### config.mk
export PLATFORM = sky130hd
export DESIGN_NAME = modmul_pre_883
export DESIGN_NICKNAME = d
export VERILOG_FILES = /design/src/rtl/modmul_pre_883.sv
export SDC_FILE = /design/constraint.sdc
export NUM_CORES = 1
export LEC_CHECK = 0
export ABC_AREA = 1
export CAP_MARGIN = 10
export CORE_ASPECT_RATIO = 1.25
export CORE_UTILIZATION = 28
export CTS_CLUSTER_SIZE = 16
export DETAILED_ROUTE_END_ITERATION = 12
export HOLD_SLACK_MARGIN = 0.03
export PLACE_DENSITY = 0.45
export SYNTH_ARGS = -nofsm -noshare
export SYNTH_HDL_FRONTEND = slang
export SYNTH_SLANG_ARGS = --single-unit
export TNS_END_PERCENT = 30
### constraint.sdc
create_clock -name clk -period 4.6 [get_ports clk]
set_input_delay 0.92 -clock clk [delete_from_list [all_inputs] [get_ports clk]]
set_output_delay 0.92 -clock clk [all_outputs]
set_load 0.01 [all_outputs]
### src/rtl/modmul_pre_883.sv
// modmul_pre_883
//   Sequential 10x10 shift-add multiplier. It produces a 19-bit operand that is
//   congruent to a*b mod 883, which feeds the din_a input of the mod-883
//   Barrett reducer. One transaction at a time: IDLE -> MUL (10) -> FOLD -> DONE.
//
// Ports
//   clk        rising-edge clock
//   rst_n      asynchronous active-low reset
//   in_valid   operand pair presented      in_ready   accepting (IDLE only)
//   a, b       10-bit operands, sampled on the input handshake
//   out_valid  dout_a/err hold a result    out_ready  downstream accepts
//   dout_a     19-bit folded product (< 452096)
//   err        operand out-of-range flag, qualified by out_valid
//
// Configuration
//   RANGE_CHECK_EN  when defined, err = (a >= 883) | (b >= 883), registered on
//                   the input handshake and held through DONE. When undefined,
//                   err is tied low and no comparators are built.

module modmul_pre_883 (
  input  logic        clk,
  input  logic        rst_n,
  input  logic        in_valid,
  output logic        in_ready,
  input  logic [9:0]  a,
  input  logic [9:0]  b,
  output logic        out_valid,
  input  logic        out_ready,
  output logic [18:0] dout_a,
  output logic        err
);

  typedef enum logic [1:0] {S_IDLE, S_MUL, S_FOLD, S_DONE} state_t;

  // 883*1024 and 883*512
  localparam logic [19:0] FOLD_HI = 20'd904192;
  localparam logic [19:0] FOLD_LO = 20'd452096;

  state_t      state_q;
  logic [19:0] mcand_q;
  logic [9:0]  mplier_q;
  logic [19:0] acc_q;
  logic [3:0]  cnt_q;
  logic        in_ready_q;
  logic        out_valid_q;
  logic [18:0] dout_q;

  logic [19:0] acc_d;
  logic [19:0] fold1;
  logic [18:0] fold_d;

  always_comb begin
    acc_d = acc_q;
    if (mplier_q[0]) begin
      acc_d = acc_q + mcand_q;
    end
  end

  // Two conditional subtractions bring any 20-bit product below 883*512,
  // so the result fits in 19 bits and bit 19 can be dropped.
  always_comb begin
    fold1 = acc_q;
    if (acc_q >= FOLD_HI) begin
      fold1 = acc_q - FOLD_HI;
    end
    fold_d = fold1[18:0];
    if (fold1 >= FOLD_LO) begin
      fold_d = 19'(fold1 - FOLD_LO);
    end
  end

  always_ff @(posedge clk or negedge rst_n) begin
    if (!rst_n) begin
      state_q     <= S_IDLE;
      mcand_q     <= '0;
      mplier_q    <= '0;
      acc_q       <= '0;
      cnt_q       <= '0;
      in_ready_q  <= 1'b1;
      out_valid_q <= 1'b0;
      dout_q      <= '0;
    end else begin
      unique case (state_q)
        S_IDLE: begin
          if (in_valid) begin
            mcand_q    <= {10'b0, a};
            mplier_q   <= b;
            acc_q      <= '0;
            cnt_q      <= '0;
            in_ready_q <= 1'b0;
            state_q    <= S_MUL;
          end
        end
        S_MUL: begin
          acc_q    <= acc_d;
          mcand_q  <= {mcand_q[18:0], 1'b0};
          mplier_q <= {1'b0, mplier_q[9:1]};
          cnt_q    <= cnt_q + 4'd1;
          if (cnt_q == 4'd9) begin
            state_q <= S_FOLD;
          end
        end
        S_FOLD: begin
          dout_q      <= fold_d;
          out_valid_q <= 1'b1;
          state_q     <= S_DONE;
        end
        S_DONE: begin
          if (out_ready) begin
            out_valid_q <= 1'b0;
            in_ready_q  <= 1'b1;
            state_q     <= S_IDLE;
          end
        end
        default: state_q <= S_IDLE;
      endcase
    end
  end

  assign in_ready  = in_ready_q;
  assign out_valid = out_valid_q;
  assign dout_a    = dout_q;

`ifdef RANGE_CHECK_EN
  logic err_q;

  always_ff @(posedge clk or negedge rst_n) begin
    if (!rst_n) begin
      err_q <= 1'b0;
    end else if (state_q == S_IDLE && in_valid) begin
      err_q <= (a >= 10'd883) | (b >= 10'd883);
    end else if (state_q == S_DONE && out_ready) begin
      err_q <= 1'b0;
    end
  end

  assign err = err_q;
`else
  assign err = 1'b0;
`endif

endmodule

==> run_summary.xml, run 1 <==
<?xml version="1.0" encoding="UTF-8"?>
<metrics>
  <group name="power">
    <metric name="power.density" unit="nW/µm²">616.7</metric>
    <metric name="reported_leakage_power" unit="µW">0.002800</metric>
    <metric name="power.ir.vdd_worst" unit="V">0.0002089</metric>
  </group>
  <group name="timing">
    <metric name="max_clock_freq" unit="MHz">341.8</metric>
    <metric name="final.period_utilization" unit="%">63.60</metric>
    <metric name="totalNegativeSetupSlack" unit="ns">0</metric>
    <metric name="worstMarginPinSlew" unit="ns">1.029</metric>
    <metric name="finalSetupViolCount" unit="">0</metric>
    <metric name="final.setup_skew" unit="ns">0.008674</metric>
    <metric name="final_period_minus_worst_setup_slack" unit="ns">2.926</metric>
    <metric name="timing.final.hold_violations" unit="">0</metric>
    <metric name="unrepaired_setup_endpoints_after_global_routing" unit="">false</metric>
    <metric name="timing.slew.headroom" unit="%">31.43</metric>
    <metric name="timing.final.max_slew_violations" unit="">0</metric>
  </group>
  <group name="placement">
    <metric name="port_buffers" unit="">44</metric>
    <metric name="dp_hpwl" unit="µm">9918</metric>
    <metric name="gp_congestion" unit="">0.8368</metric>
  </group>
  <group name="final_layout">
    <metric name="final_core_utilization" unit="%">34.39</metric>
    <metric name="syn_to_final_growth" unit="%">19.30</metric>
    <metric name="fillers" unit="">1866</metric>
    <metric name="antenna_cells_inserted" unit="">0</metric>
    <metric name="nets" unit="">746</metric>
    <metric name="post_route_cells_drive_above_1_share" unit="%">7.307</metric>
  </group>
  <group name="worst_setup_path">
    <metric name="reg2reg_from" unit="">state_q[1]</metric>
    <metric name="ff2ff_setup_slack" unit="ns">1.77</metric>
    <metric name="worst_ep_required_time" unit="ns">4.87</metric>
    <metric name="crit_path_start_kind" unit="">primary input</metric>
    <metric name="endpoint_type_of_the_worst_setup_path" unit="">register</metric>
    <metric name="startpoint" unit="">in_valid</metric>
    <metric name="critical_path_class" unit="">in2reg</metric>
    <metric name="crit_fanout" unit="">13</metric>
    <metric name="cp_data_arrival_time" unit="ns">3.19</metric>
    <metric name="worst_reg2reg_path_endpoint" unit="">acc_q[18]</metric>
    <metric name="r2r_cells" unit="">10</metric>
  </group>
  <group name="floorplan">
    <metric name="fp-row-count" unit="">53</metric>
    <metric name="top_level_ports" unit="">46</metric>
    <metric name="dieWidth" unit="µm">120.2</metric>
    <metric name="initial_utilization" unit="%">28.83</metric>
    <metric name="core_region_area" unit="µm²">16980</metric>
    <metric name="fp.dieArea" unit="µm²">18010</metric>
    <metric name="chipHeight" unit="µm">149.8</metric>
  </group>
  <group name="synth">
    <metric name="synth_net_count" unit="">704</metric>
    <metric name="ys_ff_latch" unit="">77</metric>
    <metric name="number_of_enable_type_register_cells_in_the_synthesized_netlist" unit="">0</metric>
    <metric name="synth_cell_type_count" unit="">40</metric>
    <metric name="syn_inst" unit="">651</metric>
    <metric name="synthesis.area" unit="µm²">4893</metric>
    <metric name="async_flop_share" unit="%">100.0</metric>
    <metric name="post_synth.cell_area_avg" unit="µm²">7.517</metric>
    <metric name="sequential_cell_area_fraction_in_the_yosys_report" unit="%">39.40</metric>
    <metric name="synth-main-ff-cell" unit="">dfrtp_1</metric>
    <metric name="synth-warning-count" unit="">0</metric>
  </group>
  <group name="routing">
    <metric name="drt_pass1_iterations" unit="">4</metric>
    <metric name="detailed_route_via_count" unit="">4353</metric>
    <metric name="detail_route.vias_per_cell" unit="">4.742</metric>
    <metric name="antenna_left" unit="">0</metric>
    <metric name="detail_route.drc_violations" unit="">0</metric>
    <metric name="initial_detailed_routing_violation_count" unit="">237</metric>
    <metric name="wl_per_cell" unit="µm">13.84</metric>
    <metric name="drt-total-wl" unit="µm">12700</metric>
  </group>
  <group name="global_routing">
    <metric name="globalRouteOverflowTotal" unit="">0</metric>
    <metric name="grt_usage" unit="%">15.28</metric>
    <metric name="antenna_violations_before_repair" unit="">0</metric>
    <metric name="number_of_global_route_vias_before_repair" unit="">4338</metric>
    <metric name="grt_max_degree" unit="">78</metric>
    <metric name="grt_first_pass_wirelength" unit="µm">21420</metric>
  </group>
  <group name="cts">
    <metric name="cts.sink_count" unit="">77</metric>
    <metric name="postCtsResizedCells" unit="">0</metric>
    <metric name="clock_tree.htree_level_count" unit="">3</metric>
    <metric name="cts_hold_repair.buffers" unit="">0</metric>
    <metric name="numCtsBuffers" unit="">9</metric>
    <metric name="clk_root_buffer_cell" unit="">clkbuf_16</metric>
    <metric name="cts_tree" unit="">yes</metric>
    <metric name="worst_setup_hold_path_clk_slew" unit="ns">0.06</metric>
    <metric name="clock_path_buffers" unit="">2</metric>
    <metric name="cts.repair_timing.setup_buffer_count" unit="">0</metric>
    <metric name="worst_skew_pair.late_latency" unit="ns">0.35</metric>
  </group>
  <group name="outcome">
    <metric name="run_status" unit="">completed</metric>
  </group>
  <group name="hold_path">
    <metric name="path_category_of_the_worst_min_delay_check" unit="">reg2reg</metric>
    <metric name="min_from" unit="">dout_a[11]</metric>
    <metric name="hold-path-cell-count" unit="">2</metric>
    <metric name="holdPathEnd" unit="">dout_a[11]</metric>
  </group>
  <group name="flow_run">
    <metric name="maxCapViolations" unit="">0</metric>
  </group>
</metrics>
through the flow:
| step | instances | area [µm²] | setup slack [ns] | hold WS, ns | power (µW) |
|---|---|---|---|---|---|
| 6_report | 918 | 5838 | 1.674 | 0.4801 | 3600 |
| 5_1_grt | 918 | 5838 | 1.289 | 0.5147 | 3947 |
| 4_1_cts | 918 | 5838 | 1.627 | 0.4811 | 3652 |
| 3_5_place_dp | 902 | 5544 | 1.263 | 0.4666 | 2912 |
| 3_3_place_gp | 902 | 5544 | 1.347 | 0.4624 | 2891 |
| 2_1_floorplan | 651 | 4893 | 2.417 | 0.4662 | 2346 |
layout make-up:
class	instances	area (µm²)	area share, %
timing repair buffer	47	460.4	7.887
tap	220	275.3	4.715
clock inverter	6	65.06	1.114
multi-input combinational	475	2569	44.00
clock buffer	10	229.0	3.922
inverter	83	311.5	5.336
sequential	77	1928	33.03
cell usage in the layout (no fill, tap or decap), types with 6 or more instances in the layout:
cell / instances
clkdlybuf4s50_1: 43
a21oi_1: 36
o21ai_0: 60
nor2_1: 47
inv_1: 77
clkbuf_16: 9
dfrtp_1: 76
xor2_1: 10
ha_1: 28
nor2_2: 6
o211ai_1: 10
nand2_1: 165
o22ai_1: 18
nand2_2: 10
a31oi_1: 11
nand3_1: 38
worst max path at each step:
stage / endpoint / depth (start not counted) / slack, ns
after global placement: acc_q[9] / 9 / 1.35
after CTS: acc_q[9] / 9 / 1.63
after floorplan: dout_a[17] / 18 / 2.42
final: acc_q[18] / 9 / 1.67
after detailed placement: acc_q[9] / 9 / 1.26
after global routing: acc_q[9] / 9 / 1.29
sequential cells by signal (all words and copies together), names as in the netlist:
name       flops
mcand_q       20
state_q        2
mplier_q      10
out_valid      1
dout_a        19
in_ready       1
cnt_q          4
acc_q         20
Yosys cell counts (3+ instances only):
master,instances,area (µm²)
o22ai_1,18,112.6
o21ai_0,60,300.3
inv_2,4,15.01
a31oi_1,11,68.82
nor2_1,47,176.4
inv_1,77,289.0
nand2_2,10,62.56
o21bai_1,3,22.52
nand3_2,3,30.03
dfrtp_1,76,1902
xor2_1,10,87.58
a21oi_1,36,180.2
nor3_1,4,20.02
nand3_1,38,190.2
ha_1,28,350.3
clkbuf_1,12,45.04
o211ai_1,10,75.07
nor2_2,6,37.54
nand4_1,5,31.28
nand2_4,3,33.78
nand2_1,165,619.3
where the power goes:
group | switching [µW] | internal (µW)
Combinational | 1080 | 636
Sequential | 219 | 947
Clock | 300 | 420
Total | 1600 | 2000
worst max-delay path, cell delays in order:
cell,delay [ns]
clkdlybuf4s50_1,0.51
nor2_1,0.06
nor2_1,0.13
inv_1,0.21
nor2_1,0.55
clkinv_1,0.42
a21oi_1,0.19
o21ai_0,0.11
o21ai_0,0.09
per-layer routing:
layer	global-route usage, %	routed length [µm]	vias up	share of wire, %
li1	-	-	2236	-
met1	18.57	5734	2039	45
met5	0	0	-	0
met2	26.78	6369	62	50
met4	5.370	230	0	1.8
met3	2.896	368	16	2.9
cells by family (layout without fill, tap and decap cells):
family / after synthesis / count (layout) / share of synthesized area, %
other: 1 / 1 / 0.07663
flip-flops: 77 / 77 / 39.40
XOR/XNOR: 10 / 10 / 1.790
buffers and inverters: 99 / 146 / 8.105
AND/OR/NAND/NOR: 287 / 287 / 25.93
AO/OA/AOI/OAI: 148 / 148 / 17.13
adder cells (fa/ha/maj): 29 / 29 / 7.568
(Power assumes the default switching activity.)
==> inputs of run 2 (changes only) <==
Clock period 4.6 ns to 2.95 ns, I/O delays scaled along.
==> run 2 against run 1 <==
  * Clock power rose by 60%
  * Die area did not move
  * Utilization rose by 0.35 points
  * Routed wire length rose by 3.0%
  * Register-to-register slack got worse by 1.3 ns
  * Cell count rose by 0.76%
  * First-iteration DRC count fell by 1.3%
  * Sequential cell count did not move
  * Clock skew fell by 0.0015 ns
  * Combinational power rose by 60%
  * Setup slack got worse by 1.2 ns
==> run_summary.xml, run 2 (synthesis gave the netlist of run 1 again) <==
<?xml version="1.0" encoding="UTF-8"?>
<metrics>
  <group name="worst_setup_path">
    <metric name="r2r_cells" unit="">19</metric>
    <metric name="endpoint_type_of_the_worst_setup_path" unit="">register</metric>
    <metric name="reg2reg_from" unit="">acc_q[10]</metric>
    <metric name="worst_ep_required_time" unit="ns">3.18</metric>
    <metric name="ff2ff_setup_slack" unit="ns">0.45</metric>
    <metric name="critical_path_class" unit="">reg2reg</metric>
    <metric name="crit_fanout" unit="">10</metric>
    <metric name="worst_reg2reg_path_endpoint" unit="">dout_a[17]</metric>
    <metric name="crit_path_start_kind" unit="">register</metric>
    <metric name="cp_data_arrival_time" unit="ns">2.73</metric>
    <metric name="worstSetupEndpoint" unit="">dout_a[17]</metric>
    <metric name="startpoint" unit="">acc_q[10]</metric>
  </group>
  <group name="placement">
    <metric name="port_buffers" unit="">44</metric>
    <metric name="gp_congestion" unit="">0.8293</metric>
    <metric name="dp_hpwl" unit="µm">10180</metric>
  </group>
  <group name="power">
    <metric name="power.ir.vdd_worst" unit="V">0.0003806</metric>
    <metric name="power.density" unit="nW/µm²">968.5</metric>
    <metric name="share_clk_of_total_power" unit="%">20.2</metric>
    <metric name="pwr-share-seq" unit="%">31.8</metric>
    <metric name="power.total" unit="µW">5712</metric>
    <metric name="intPower" unit="µW">3194</metric>
    <metric name="combinationalPowerShare" unit="%">48.0</metric>
    <metric name="p_sw" unit="µW">2518</metric>
    <metric name="reported_leakage_power" unit="µW">0.002836</metric>
    <metric name="netSwitchingFraction" unit="%">44.09</metric>
  </group>
  <group name="timing">
    <metric name="unrepaired_setup_endpoints_after_global_routing" unit="">false</metric>
    <metric name="final.setup_skew" unit="ns">0.007203</metric>
    <metric name="timing.final.hold_violations" unit="">0</metric>
    <metric name="final_period_minus_worst_setup_slack" unit="ns">2.500</metric>
    <metric name="totalNegativeSetupSlack" unit="ns">0</metric>
    <metric name="timing.final.max_slew_violations" unit="">0</metric>
    <metric name="timing.slew.headroom" unit="%">61.02</metric>
    <metric name="worstMarginPinSlew" unit="ns">0.5846</metric>
    <metric name="hold_ws" unit="ns">0.2332</metric>
    <metric name="final.period_utilization" unit="%">84.76</metric>
    <metric name="finalSetupViolCount" unit="">0</metric>
    <metric name="max_clock_freq" unit="MHz">399.9</metric>
  </group>
  <group name="flow_run">
    <metric name="maxCapViolations" unit="">0</metric>
  </group>
  <group name="floorplan">
    <metric name="fp-row-count" unit="">53</metric>
    <metric name="core_region_area" unit="µm²">16980</metric>
    <metric name="fp.dieArea" unit="µm²">18010</metric>
    <metric name="chipHeight" unit="µm">149.8</metric>
    <metric name="top_level_ports" unit="">46</metric>
    <metric name="dieWidth" unit="µm">120.2</metric>
    <metric name="initial_utilization" unit="%">28.83</metric>
  </group>
  <group name="final_layout">
    <metric name="post_route_cells_drive_above_1_share" unit="%">8.085</metric>
    <metric name="mostFrequentLayoutCell" unit="">nand2_1</metric>
    <metric name="nets" unit="">753</metric>
    <metric name="fillers" unit="">1820</metric>
    <metric name="final_cell_mix" unit="">nand2_1, inv_1, dfrtp_1</metric>
    <metric name="syn_to_final_growth" unit="%">20.53</metric>
    <metric name="antenna_cells_inserted" unit="">0</metric>
  </group>
  <group name="hold_path">
    <metric name="path_category_of_the_worst_min_delay_check" unit="">in2async</metric>
  </group>
  <group name="routing">
    <metric name="initial_detailed_routing_violation_count" unit="">234</metric>
    <metric name="antenna_left" unit="">0</metric>
    <metric name="detail_route.drc_violations" unit="">0</metric>
    <metric name="drt-total-wl" unit="µm">13080</metric>
    <metric name="drt_pass1_iterations" unit="">5</metric>
    <metric name="detailed_route_via_count" unit="">4374</metric>
    <metric name="wl_per_cell" unit="µm">14.14</metric>
    <metric name="detail_route.vias_per_cell" unit="">4.729</metric>
  </group>
  <group name="cts">
    <metric name="cts.sink_count" unit="">77</metric>
    <metric name="worst_setup_hold_path_clk_slew" unit="ns">0.06</metric>
    <metric name="cts_tree" unit="">yes</metric>
    <metric name="clock_path_buffers" unit="">2</metric>
    <metric name="postCtsResizedCells" unit="">0</metric>
    <metric name="worst_skew_pair.late_latency" unit="ns">0.34</metric>
    <metric name="cts.repair_timing.setup_buffer_count" unit="">0</metric>
    <metric name="clock_tree.htree_level_count" unit="">3</metric>
    <metric name="clk_root_buffer_cell" unit="">clkbuf_16</metric>
    <metric name="numCtsBuffers" unit="">9</metric>
    <metric name="cts_hold_repair.buffers" unit="">0</metric>
  </group>
  <group name="global_routing">
    <metric name="number_of_global_route_vias_before_repair" unit="">4402</metric>
    <metric name="grt_max_degree" unit="">41</metric>
    <metric name="grt_first_pass_wirelength" unit="µm">21920</metric>
    <metric name="grt_usage" unit="%">15.78</metric>
    <metric name="globalRouteOverflowTotal" unit="">0</metric>
    <metric name="antenna_violations_before_repair" unit="">0</metric>
  </group>
  <group name="outcome">
    <metric name="run_status" unit="">completed</metric>
  </group>
</metrics>
## run 2: worst max-delay path, cell delays in order, from the launching register on
cell and delay (ns):
dfrtp_1 0.47, ha_1 0.24, inv_1 0.06, nand2_2 0.09, nand2_2 0.07, nor2_2 0.19, nor2_8 0.08, nand2_4 0.14
nand2_1 0.08, nand2_1 0.08, inv_1 0.04, ha_1 0.16, inv_1 0.08, nand3_1 0.13, nand2_1 0.12, o21ai_0 0.10
nand2_1 0.08, nand2_1 0.05, nand3_1 0.06, nand2_1 0.06
## run 2: stage by stage
step                area, µm²  setup slack [ns]  util [%]  cells
floorplan                4893            0.7668         -    651
global placement         5597            0.4022     32.97    909
detailed placement       5597            0.4185     32.97    909
CTS                      5898            0.4057     34.74    925
global route             5898            0.1405     34.74    925
finish                   5898            0.4496     34.74    925
## run 2: final cells by class
type | count | area [µm²] | area share, %
clock inverter | 4 | 55.05 | 0.9334
clock buffer | 12 | 246.5 | 4.179
multi-input combinational | 475 | 2569 | 43.55
sequential | 77 | 1928 | 32.69
tap | 220 | 275.3 | 4.667
timing repair buffer | 54 | 513.0 | 8.697
inverter | 83 | 311.5 | 5.282
## run 2: worst min-delay path by stage
stage | from | endpoint | slack (ns) | cells after the start
after floorplan | rst_n | acc_q[0] | 0.29 | 0
after global placement | dout_a[7] | dout_a[7] | 0.46 | 2
after detailed placement | dout_a[7] | dout_a[7] | 0.47 | 2
after CTS | rst_n | dout_a[16] | 0.25 | 1
after global routing | rst_n | dout_a[16] | 0.28 | 1
final | rst_n | dout_a[16] | 0.23 | 1
## run 2: layer usage
layer  track usage (%)  wire length [µm]  share of wire, %  up-vias
li1                  -                 -                 -     2253
met1             19.39              5977                46     2051
met2             27.90              6606                51       61
met3             2.134               317               2.4        9
met4             5.926               175               1.3        0
met5                 0                 0                 0        -
## run 2: power by group through the flow
stage	Combinational, µW	Sequential, µW	Clock (µW)
after floorplan	1880	1780	0
after global placement	2740	1840	0
after detailed placement	2770	1840	0
after CTS	2780	1820	1180
after global routing	3150	1880	1220
final	2740	1820	1150
